File: src/rtl/mapper_pkg.sv
// Shared types and constants for the transmit symbol mapper.
// Holds the word-class encoding, protocol widths and the DOUBLE flip-pair table.
// Used by the mapper and by anything that needs the same pattern classification.
package mapper_pkg;

  localparam int NUM_SYM     = 7;
  localparam int DATA_W      = 16;
  localparam int PAY_W       = 14;
  localparam int SINGLE_BASE = 4;
  localparam int DOUBLE_BASE = 44;
  localparam int NUM_PAIRS   = 20;

  typedef enum logic [1:0] {
    CLS_PLAIN  = 2'd0,
    CLS_SINGLE = 2'd1,
    CLS_DOUBLE = 2'd2
  } cls_t;

  typedef logic [NUM_SYM-1:0] sym_vec_t;

  // Flip pairs (p<q) ordered by p then q; (5,6) is not a legal pair.
  function automatic sym_vec_t double_pair(input logic [4:0] idx);
    sym_vec_t pat;
    case (idx)
      5'd0:    pat = 7'h03;
      5'd1:    pat = 7'h05;
      5'd2:    pat = 7'h09;
      5'd3:    pat = 7'h11;
      5'd4:    pat = 7'h21;
      5'd5:    pat = 7'h41;
      5'd6:    pat = 7'h06;
      5'd7:    pat = 7'h0A;
      5'd8:    pat = 7'h12;
      5'd9:    pat = 7'h22;
      5'd10:   pat = 7'h42;
      5'd11:   pat = 7'h0C;
      5'd12:   pat = 7'h14;
      5'd13:   pat = 7'h24;
      5'd14:   pat = 7'h44;
      5'd15:   pat = 7'h18;
      5'd16:   pat = 7'h28;
      5'd17:   pat = 7'h48;
      5'd18:   pat = 7'h30;
      5'd19:   pat = 7'h50;
      default: pat = 7'h00;
    endcase
    return pat;
  endfunction

endpackage

File: src/rtl/mapper_pattern_lut.sv
// Classifies a data word from its top six bits and returns its flip pattern.
// Purely combinational; no state, no handshake.
// Shared between the mapper and the matching demapper checks.
module mapper_pattern_lut
  import mapper_pkg::*;
(
  input  logic [5:0] top_bits,
  output cls_t       cls,
  output sym_vec_t   flip
);

  logic [3:0] nib;
  logic [5:0] dbl_off;

  assign nib     = top_bits[5:2];
  assign dbl_off = top_bits - 6'(DOUBLE_BASE);

  // PLAIN when the top two bits are clear, SINGLE for nibble 4..10, DOUBLE otherwise (44..63).
  always_comb begin
    cls  = CLS_PLAIN;
    flip = '0;
    if (top_bits[5:4] == 2'b00) begin
      cls  = CLS_PLAIN;
      flip = '0;
    end else if (nib <= 4'd10) begin
      cls  = CLS_SINGLE;
      flip = 7'(1) << (nib - 4'(SINGLE_BASE));
    end else begin
      cls  = CLS_DOUBLE;
      flip = double_pair(dbl_off[4:0]);
    end
  end

endmodule

File: src/rtl/mapper.sv
// Transmit symbol mapper: 16-bit word -> 7 symbols of {flip, rotation, polarity}.
// Two register stages: word accepted in one cycle is on the outputs two cycles later.
// Ready is the stage-1 advance term; a stalled output holds both stages and drops tx_ready.
module mapper
  import mapper_pkg::*;
(
  input  logic                clk,
  input  logic                rst_n,
  input  logic [DATA_W-1:0]   tx_data,
  input  logic                tx_valid,
  output logic                tx_ready,
  output logic [NUM_SYM-1:0]  tx_flip,
  output logic [NUM_SYM-1:0]  tx_rotation,
  output logic [NUM_SYM-1:0]  tx_polarity,
  output logic                out_valid,
  input  logic                out_ready
);

  cls_t             lut_cls;
  sym_vec_t         lut_flip;

  logic             s1_valid;
  logic [PAY_W-1:0] s1_payload;
  cls_t             s1_cls;
  sym_vec_t         s1_flip;

  logic             adv1;
  logic             adv2;

  logic [PAY_W-1:0] payload;
  logic [2:0]       cursor;
  logic [1:0]       pair;
  sym_vec_t         nxt_rot;
  sym_vec_t         nxt_pol;

  mapper_pattern_lut u_lut (
    .top_bits (tx_data[15:10]),
    .cls      (lut_cls),
    .flip     (lut_flip)
  );

  assign adv2     = !out_valid || out_ready;
  assign adv1     = !s1_valid || adv2;
  assign tx_ready = adv1;

  // Stage 1: capture the payload bits with the class and flip pattern of the word.
  always_ff @(posedge clk or negedge rst_n) begin
    if (!rst_n) begin
      s1_valid   <= 1'b0;
      s1_payload <= '0;
      s1_cls     <= CLS_PLAIN;
      s1_flip    <= '0;
    end else if (adv1) begin
      s1_valid <= tx_valid;
      if (tx_valid) begin
        s1_payload <= tx_data[PAY_W-1:0];
        s1_cls     <= lut_cls;
        s1_flip    <= lut_flip;
      end
    end
  end

  // Stage 2 compaction: a cursor walks the payload two bits at a time, skipping flipped symbols.
  always_comb begin
    case (s1_cls)
      CLS_SINGLE: payload = {2'b00, s1_payload[11:0]};
      CLS_DOUBLE: payload = {4'b0000, s1_payload[9:0]};
      default:    payload = s1_payload;
    endcase
    cursor  = 3'd0;
    pair    = 2'b00;
    nxt_rot = '0;
    nxt_pol = '0;
    for (int j = 0; j < NUM_SYM; j++) begin
      pair = 2'(payload >> (2 * cursor));
      if (!s1_flip[j]) begin
        nxt_pol[j] = pair[0];
        nxt_rot[j] = pair[1];
        cursor     = cursor + 3'd1;
      end
    end
  end

  // Stage 2 register: loads on advance, holds the symbol vectors while the line driver stalls.
  always_ff @(posedge clk or negedge rst_n) begin
    if (!rst_n) begin
      out_valid   <= 1'b0;
      tx_flip     <= '0;
      tx_rotation <= '0;
      tx_polarity <= '0;
    end else if (adv2) begin
      out_valid <= s1_valid;
      if (s1_valid) begin
        tx_flip     <= s1_flip;
        tx_rotation <= nxt_rot;
        tx_polarity <= nxt_pol;
      end
    end
  end

endmodule

File: config.mk
export PLATFORM = sky130hd
export DESIGN_NAME = mapper
export DESIGN_NICKNAME = d
export VERILOG_FILES = /design/src/rtl/mapper_pkg.sv /design/src/rtl/mapper_pattern_lut.sv /design/src/rtl/mapper.sv
export SDC_FILE = /design/constraint.sdc
export NUM_CORES = 1
export LEC_CHECK = 0
export CAP_MARGIN = 20
export CORE_ASPECT_RATIO = 0.75
export CORE_MARGIN = 2
export CORE_UTILIZATION = 52
export CTS_BUF_LIST = sky130_fd_sc_hd__clkbuf_2
export DETAILED_ROUTE_END_ITERATION = 10
export PLACE_DENSITY = 0.91
export SLEW_MARGIN = 20
export SYNTH_ARGS = -nofsm -noshare
export SYNTH_HDL_FRONTEND = slang
export SYNTH_SLANG_ARGS = --single-unit
File: constraint.sdc
create_clock -name clk -period 3.7 [get_ports clk]
set_input_delay 0.555 -clock clk [delete_from_list [all_inputs] [get_ports clk]]
set_output_delay 0.555 -clock clk [all_outputs]
set_load 0.05 [all_outputs]
# ---- Word level (Yosys, flattened, before mapping)
# Memories as Yosys holds them, arrays and structs flattened.
# Cells that the tools add are included.
dict set report classes {
  n_addsub 7
  magnitude_cmp 1
  n_eq_ne 2
  n_shift 7
  muxes 25
  n_reduce_logical 7
}
# cell n
set ops {}
lappend ops {{right shift 14 x 4 -> 2 bit} 6}
lappend ops {{one-hot mux 14 bit (2 select lines)} 1}
lappend ops {{adder 3 x 1 -> 3 bit, second input constant} 5}
lappend ops {{2-to-1 mux 1 bit} 15}
lappend ops {{2-to-1 mux 3 bit} 5}
lappend ops {{2-to-1 mux 7 bit} 2}
lappend ops {{<< shifter 1 x 4 -> 7 bit, first input constant} 1}
lappend ops {{subtractor 5 x 4 -> 5 bit, second input constant} 1}
lappend ops {{<= comparator 4 bit, second input constant} 1}
lappend ops {{2-to-1 mux 2 bit} 2}
lappend ops {{AND reduction 2 bit} 2}
lappend ops {{subtractor 4 x 3 -> 4 bit, second input constant} 1}
lappend ops {{equality test 2 x 1 -> 1 bit, second input constant} 1}
lappend ops {{equality test 2 bit, second input constant} 1}
lappend ops {{zero test 1 bit} 2}
lappend ops {{zero test 2 bit} 1}
lappend ops {{logical OR 1 bit} 2}
dict set report totals {
  regBits 46
  mem_bits_ro 224
  input_bits 20
  wordCells 58
  memories 1
}
# name depth width read_ports rd_ports_with_merged_regs wr line
set memory_table {}
lappend memory_table {{(no name shown)} 32 7 1 0 0 mapper_pkg.sv:24} ;# case (idx)

# ---- Logic depth before layout (Yosys ltp)
dict set report depth {
  ltp_word 13
  mapped_depth 17
  depth_no_buf 16
}

# ---- Hierarchy
# Synthesis repeated with hierarchy kept, for this count alone.
dict set report hier_totals {
  hier_cells 316
  hier_area_um2 3276.9
}
# mod instances cells_each area_each_um2 seq_area_each_um2
set modules_own_cells {}
lappend modules_own_cells {mapper 1 250 2758.9 1151.1}
lappend modules_own_cells {mapper_pattern_lut 1 66 518.0 0.0}

# ---- Worst setup path after synthesis
# No wires, ideal clock.
dict set report synth_path {
  kind {flip-flop to flip-flop}
  start {reg s1_flip[0]}
  end {reg tx_rotation[6]}
  setup_time_ns 0.076
  arrival_time_ns 3.566
  required_time_ns 3.624
  setup_slack_ns 0.058
  path_stages_with_launch 16
  period_less_slack_ns 3.642
  path_cell_list {dfrtp_1 > inv_1 > ha_1 > buf_1 > xnor2_1 > ha_1 > nand2b_1 > o31ai_2 > ha_1 > mux2_2 > ha_1 > nor2b_1 > xnor2_1 > nand3_1 > a311o_1 > o21ai_1}
}
dict set report synth_via {
  elab_chain_len 13
}
# element line
set synth_rtl {}
lappend synth_rtl {{start: declaration} mapper.sv:25} ;# sym_vec_t s1_flip;
lappend synth_rtl {{start signal: assignment} mapper.sv:58} ;# s1_flip <= lut_flip;
lappend synth_rtl {{2-to-1 mux 1 bit *} mapper.sv:76} ;# if (!s1_flip[j]) begin
lappend synth_rtl {{adder 3 x 1 -> 3 bit} mapper.sv:79} ;# cursor = cursor + 3'd1;
lappend synth_rtl {{2-to-1 mux 3 bit *} mapper.sv:76}
lappend synth_rtl {{adder 3 x 1 -> 3 bit} mapper.sv:79}
lappend synth_rtl {{2-to-1 mux 3 bit *} mapper.sv:76}
lappend synth_rtl {{adder 3 x 1 -> 3 bit} mapper.sv:79}
lappend synth_rtl {{2-to-1 mux 3 bit *} mapper.sv:76}
lappend synth_rtl {{adder 3 x 1 -> 3 bit} mapper.sv:79}
lappend synth_rtl {{2-to-1 mux 3 bit *} mapper.sv:76}
lappend synth_rtl {{adder 3 x 1 -> 3 bit} mapper.sv:79}
lappend synth_rtl {{2-to-1 mux 3 bit *} mapper.sv:76}
lappend synth_rtl {{right shift 14 x 4 -> 2 bit *} mapper.sv:75} ;# pair = 2'(payload >> (2 * cursor));
lappend synth_rtl {{2-to-1 mux 1 bit *} mapper.sv:76}
lappend synth_rtl {{end signal: assignment} mapper.sv:95} ;# tx_rotation <= nxt_rot;
lappend synth_rtl {{end: declaration} mapper.sv:13} ;# output logic [NUM_SYM-1:0] tx_rotation,
# Mark *: on every way between the ends. The rest lies on a longest branch, timed or not.
# A chain may end at the register's enable or synchronous reset.

# ---- Worst setup path in the final report
dict set report layout_path {
  start {reg s1_flip[0]}
  end {reg tx_polarity[6]}
}
dict set report layout_via {
  elab_chain_len 13
}
# element line
set layout_rtl {}
lappend layout_rtl {{2-to-1 mux 1 bit *} mapper.sv:76}
lappend layout_rtl {{adder 3 x 1 -> 3 bit} mapper.sv:79}
lappend layout_rtl {{2-to-1 mux 3 bit *} mapper.sv:76}
lappend layout_rtl {{adder 3 x 1 -> 3 bit} mapper.sv:79}
lappend layout_rtl {{2-to-1 mux 3 bit *} mapper.sv:76}
lappend layout_rtl {{adder 3 x 1 -> 3 bit} mapper.sv:79}
lappend layout_rtl {{2-to-1 mux 3 bit *} mapper.sv:76}
lappend layout_rtl {{adder 3 x 1 -> 3 bit} mapper.sv:79}
lappend layout_rtl {{2-to-1 mux 3 bit *} mapper.sv:76}
lappend layout_rtl {{adder 3 x 1 -> 3 bit} mapper.sv:79}
lappend layout_rtl {{2-to-1 mux 3 bit *} mapper.sv:76}
lappend layout_rtl {{right shift 14 x 4 -> 2 bit *} mapper.sv:75}
lappend layout_rtl {{2-to-1 mux 1 bit *} mapper.sv:76}
lappend layout_rtl {{end signal: assignment} mapper.sv:96} ;# tx_polarity <= nxt_pol;
lappend layout_rtl {{end: declaration} mapper.sv:14} ;# output logic [NUM_SYM-1:0] tx_polarity,
# Marked as above.

==> impl_summary.log <==
[metrics] cell chain of the critical path: buf_4 -> ha_1 -> nor2b_2 -> nor2_2 -> ha_1 -> nand2b_1 -> o31ai_4 -> ha_1 -> mux2_4 -> ha_1 -> inv_1 -> o22ai_1 -> a31o_2 -> mux2i_1 -> mux2i_1 -> o31ai_1
[metrics] worst skew pair latency: 0.42 ns
[metrics] Initial Util: 0.536
[metrics] initial antenna violation count: 0
[metrics] Max Freq: 0.281 GHz
[metrics] worst-margin pin slew: 0.884 ns
[metrics] worst path required time: 4.05 ns
[metrics] ANT cells: 0
[metrics] post-DR vias/cell: 5.89
[metrics] antenna viol nets, final: 0
[metrics] number of distinct standard cells referenced by the synthesized netlist: 47
[metrics] final setup margin: 0.144 ns
[metrics] number of H-tree levels: 2
[metrics] most instantiated cells after synthesis: dfrtp_1, mux2i_1, nand2_1
[metrics] most prevalent standard cell on the critical path: ha_1
[metrics] core area: 5800 um2
[metrics] routed wirelength normalized by instance count: 16.7 um
[metrics] IO buf count: 42
[metrics] Area Overhead vs Synth: 20.7%
[metrics] critical path buffer and inverter count: 2
[metrics] most common flop cell mapped by yosys: dfrtp_1
[metrics] area of the die: 6610 um2
[metrics] number of max-cap violations: 0
[metrics] setup clock skew after layout: 0.0175 ns
[metrics] kind of capture point of the worst setup path: register
[metrics] remaining global-route overflow: 0
[metrics] Crit. Startpoint: s1_flip[0]
[metrics] worst reg2reg endpoint: tx_polarity[6]
[metrics] share of flip-flops with an asynchronous set or reset after synthesis: 1.00
[metrics] final max-slew violation count: 0
[metrics] clock root buffer master: clkbuf_2
[metrics] instance area after placement: 3610 um2
[metrics] register bit count reported by yosys: 46
[metrics] number of buffers created by CTS: 5
[metrics] detailed-route DRC error count: 0
[metrics] worst setup slack for register-to-register paths: 0.14 ns
[metrics] maximum fanout encountered on the critical timing path: 6
[metrics] final clock period utilization by the worst path: 0.961
[metrics] hold-fix buffers at CTS: 0
[metrics] type of the worst setup path: reg -> reg
[metrics] placement-stage worst setup slack: -0.0180 ns
[metrics] Peak VDD IR: 286 uV
[metrics] Initial DRC Count: 180
[metrics] fraction of layout instances using a drive strength above 1: 0.148
[metrics] CTS sink cnt: 46
[metrics] total standard cell area after synthesis: 3100 um2
[metrics] dominant cell type by area after synthesis: dfrtp_1
[metrics] Avg Synthesized Cell Area: 10.0 um2
[metrics] total wirelength of the detailed-routed design: 7260 um
[metrics] worst min-delay path category: in -> async
[metrics] worst path arrival time: 3.90 ns
[metrics] net count after synthesis: 349
[metrics] maximum clock path buffer count: 2
[metrics] slowest CP cell: dfrtp_1
[metrics] clock slew at the register clock pins of the worst setup and hold paths: 0.23 ns
[metrics] routability-driven placement congestion ratio: 0.945
[metrics] vias in the first global route: 2441
[metrics] number of enable-type register cells in the synthesized netlist: 0
[metrics] count leader, synth: dfrtp_1
[metrics] post-synthesis instance total: 310
[metrics] Worst path max stage delay: 0.45 ns
[metrics] crit start category: register
[metrics] biggest area contributors in the synthesized netlist: dfrtp_1, mux2i_1, ha_1, mux2_2, nand2_1
[metrics] run status: complete, no violations
[metrics] Slew headroom: 0.409
[metrics] I/O pin cnt: 43
[metrics] final setup violating endpoints: 0
[metrics] core utilization of the finished layout: 0.647
[metrics] r2r worst-path depth: 16
[metrics] DIE WIDTH: 93.2 um
[metrics] post-route standard cell area excluding fillers: 3750 um2
[metrics] Pre-antenna DRT Iters: 6
[metrics] cell family contributing the most delay on the critical path: adder cells
[metrics] Static Leak: 0.00167 uW
[metrics] clock tree from TritonCTS: done
[metrics] minimum period implied by the final worst setup slack: 3.56 ns
[metrics] GR Util All Layers: 0.230
[metrics] Crit Reg-Reg Startpoint: s1_flip[0]
[metrics] final count of hold timing violations: 0
[metrics] sequential share of the synthesized area: 0.371
[metrics] Std-Cell Rows: 24
[metrics] warning count from the yosys run: 0
[metrics] Total Nets Final: 396
[metrics] Die H: 70.9 um
[metrics] fraction of post-synthesis cell area in the top cell type by area: 0.371
[metrics] wire length of the first global-routing pass: 12000 um
[metrics] placed wire-length estimate: 5320 um
[metrics] via total after detailed routing: 2566
[metrics] pin count of the biggest net entering global routing: 47
[metrics] Power per Cell Area: 648 nW/um2
## cells by family (layout without fill, tap and decap cells)
| logic type | after synthesis | in the layout | share of synthesized area |
|---|---|---|---|
| buffers and inverters | 30 | 78 | 0.0375 |
| and+or+nand+nor | 80 | 80 | 0.120 |
| AOI/OAI and AO/OA | 68 | 68 | 0.146 |
| DFF | 46 | 46 | 0.371 |
| xor gates and xnor gates | 8 | 8 | 0.0403 |
| muxes | 59 | 59 | 0.209 |
| adders and majority gates | 19 | 19 | 0.0766 |
## cell type report
| type | count | area [um2] |
|---|---|---|
| Fill cell | 463 | 2050 |
| Clock buffer | 6 | 30.0 |
| Sequential cell | 46 | 1150 |
| Tap cell | 78 | 97.6 |
| Clock inverter | 2 | 8.76 |
| Inverter | 14 | 52.6 |
| Multi-Input combinational cell | 234 | 1880 |
| Timing Repair Buffer | 56 | 523 |
## cells in the final DEF, fill, tap and decap left out, drive strengths merged, types with 4 or more instances in the layout
master | netlist | layout
a211oi | 4 | 4
nand2 | 37 | 37
inv | 14 | 14
mux2 | 17 | 17
clkdlybuf4s50 | 0 | 41
nor2b | 8 | 8
ha | 19 | 19
nor2 | 13 | 13
o21ai | 24 | 24
clkbuf | 10 | 6
xnor2 | 5 | 5
o31ai | 8 | 8
mux2i | 39 | 39
buf | 6 | 15
a21oi | 9 | 9
dfrtp | 46 | 46
nand2b | 6 | 6
a32oi | 4 | 4
## sequential cells by signal, summed over array words and instances (netlist names)
name / flops
s1_valid: 1
s1_payload: 14
tx_polarity: 7
tx_rotation: 7
s1_flip: 7
tx_flip: 7
s1_cls: 2
out_valid: 1
## routing by layer
| layer | routed length, um | GRT usage |
|---|---|---|
| met5 | 0 | 0 |
| met4 | 108 | 0.0588 |
| met3 | 533 | 0.0405 |
| met2 | 3330 | 0.362 |
| met1 | 3290 | 0.333 |
## report_power, final
| group | switching (uW) | leakage [uW] | internal, uW |
|---|---|---|---|
| logic | 836 | 0.00107 | 681 |
| registers | 101 | 0.000575 | 603 |
| clock network | 162 | 0.0000304 | 46.5 |
| total | 1100 | 0.00167 | 1330 |
## through the flow
stage | hold WS [ns] | std cells | TNS (ns) | total power, uW
3_3_place_gp | 0.459 | 422 | 0 | 2060
3_5_place_dp | 0.470 | 422 | -0.0180 | 2110
2_1_floorplan | 0.259 | 310 | 0 | 1730
4_1_cts | 0.296 | 430 | 0 | 2330
5_1_grt | 0.0976 | 436 | -0.0659 | 2570
6_report | 0.0921 | 436 | 0 | 2430
## worst max-delay path by stage
stage | slack (ns) | depth (start not counted) | to
floorplan | 0.06 | 15 | tx_rotation[6]
global placement | 0.22 | 15 | tx_rotation[6]
detailed placement | -0.02 | 15 | tx_rotation[6]
CTS | 0.04 | 15 | tx_rotation[6]
global route | -0.05 | 16 | tx_polarity[6]
finish | 0.14 | 16 | tx_polarity[6]
## what timing repair did
item,in CTS,in global routing
setup buffers,0,6
setup endpoints to repair,1,2
pin swaps,0,3
gates resized for setup,1,7
No activity file was read; power rests on OpenSTA's default activity.
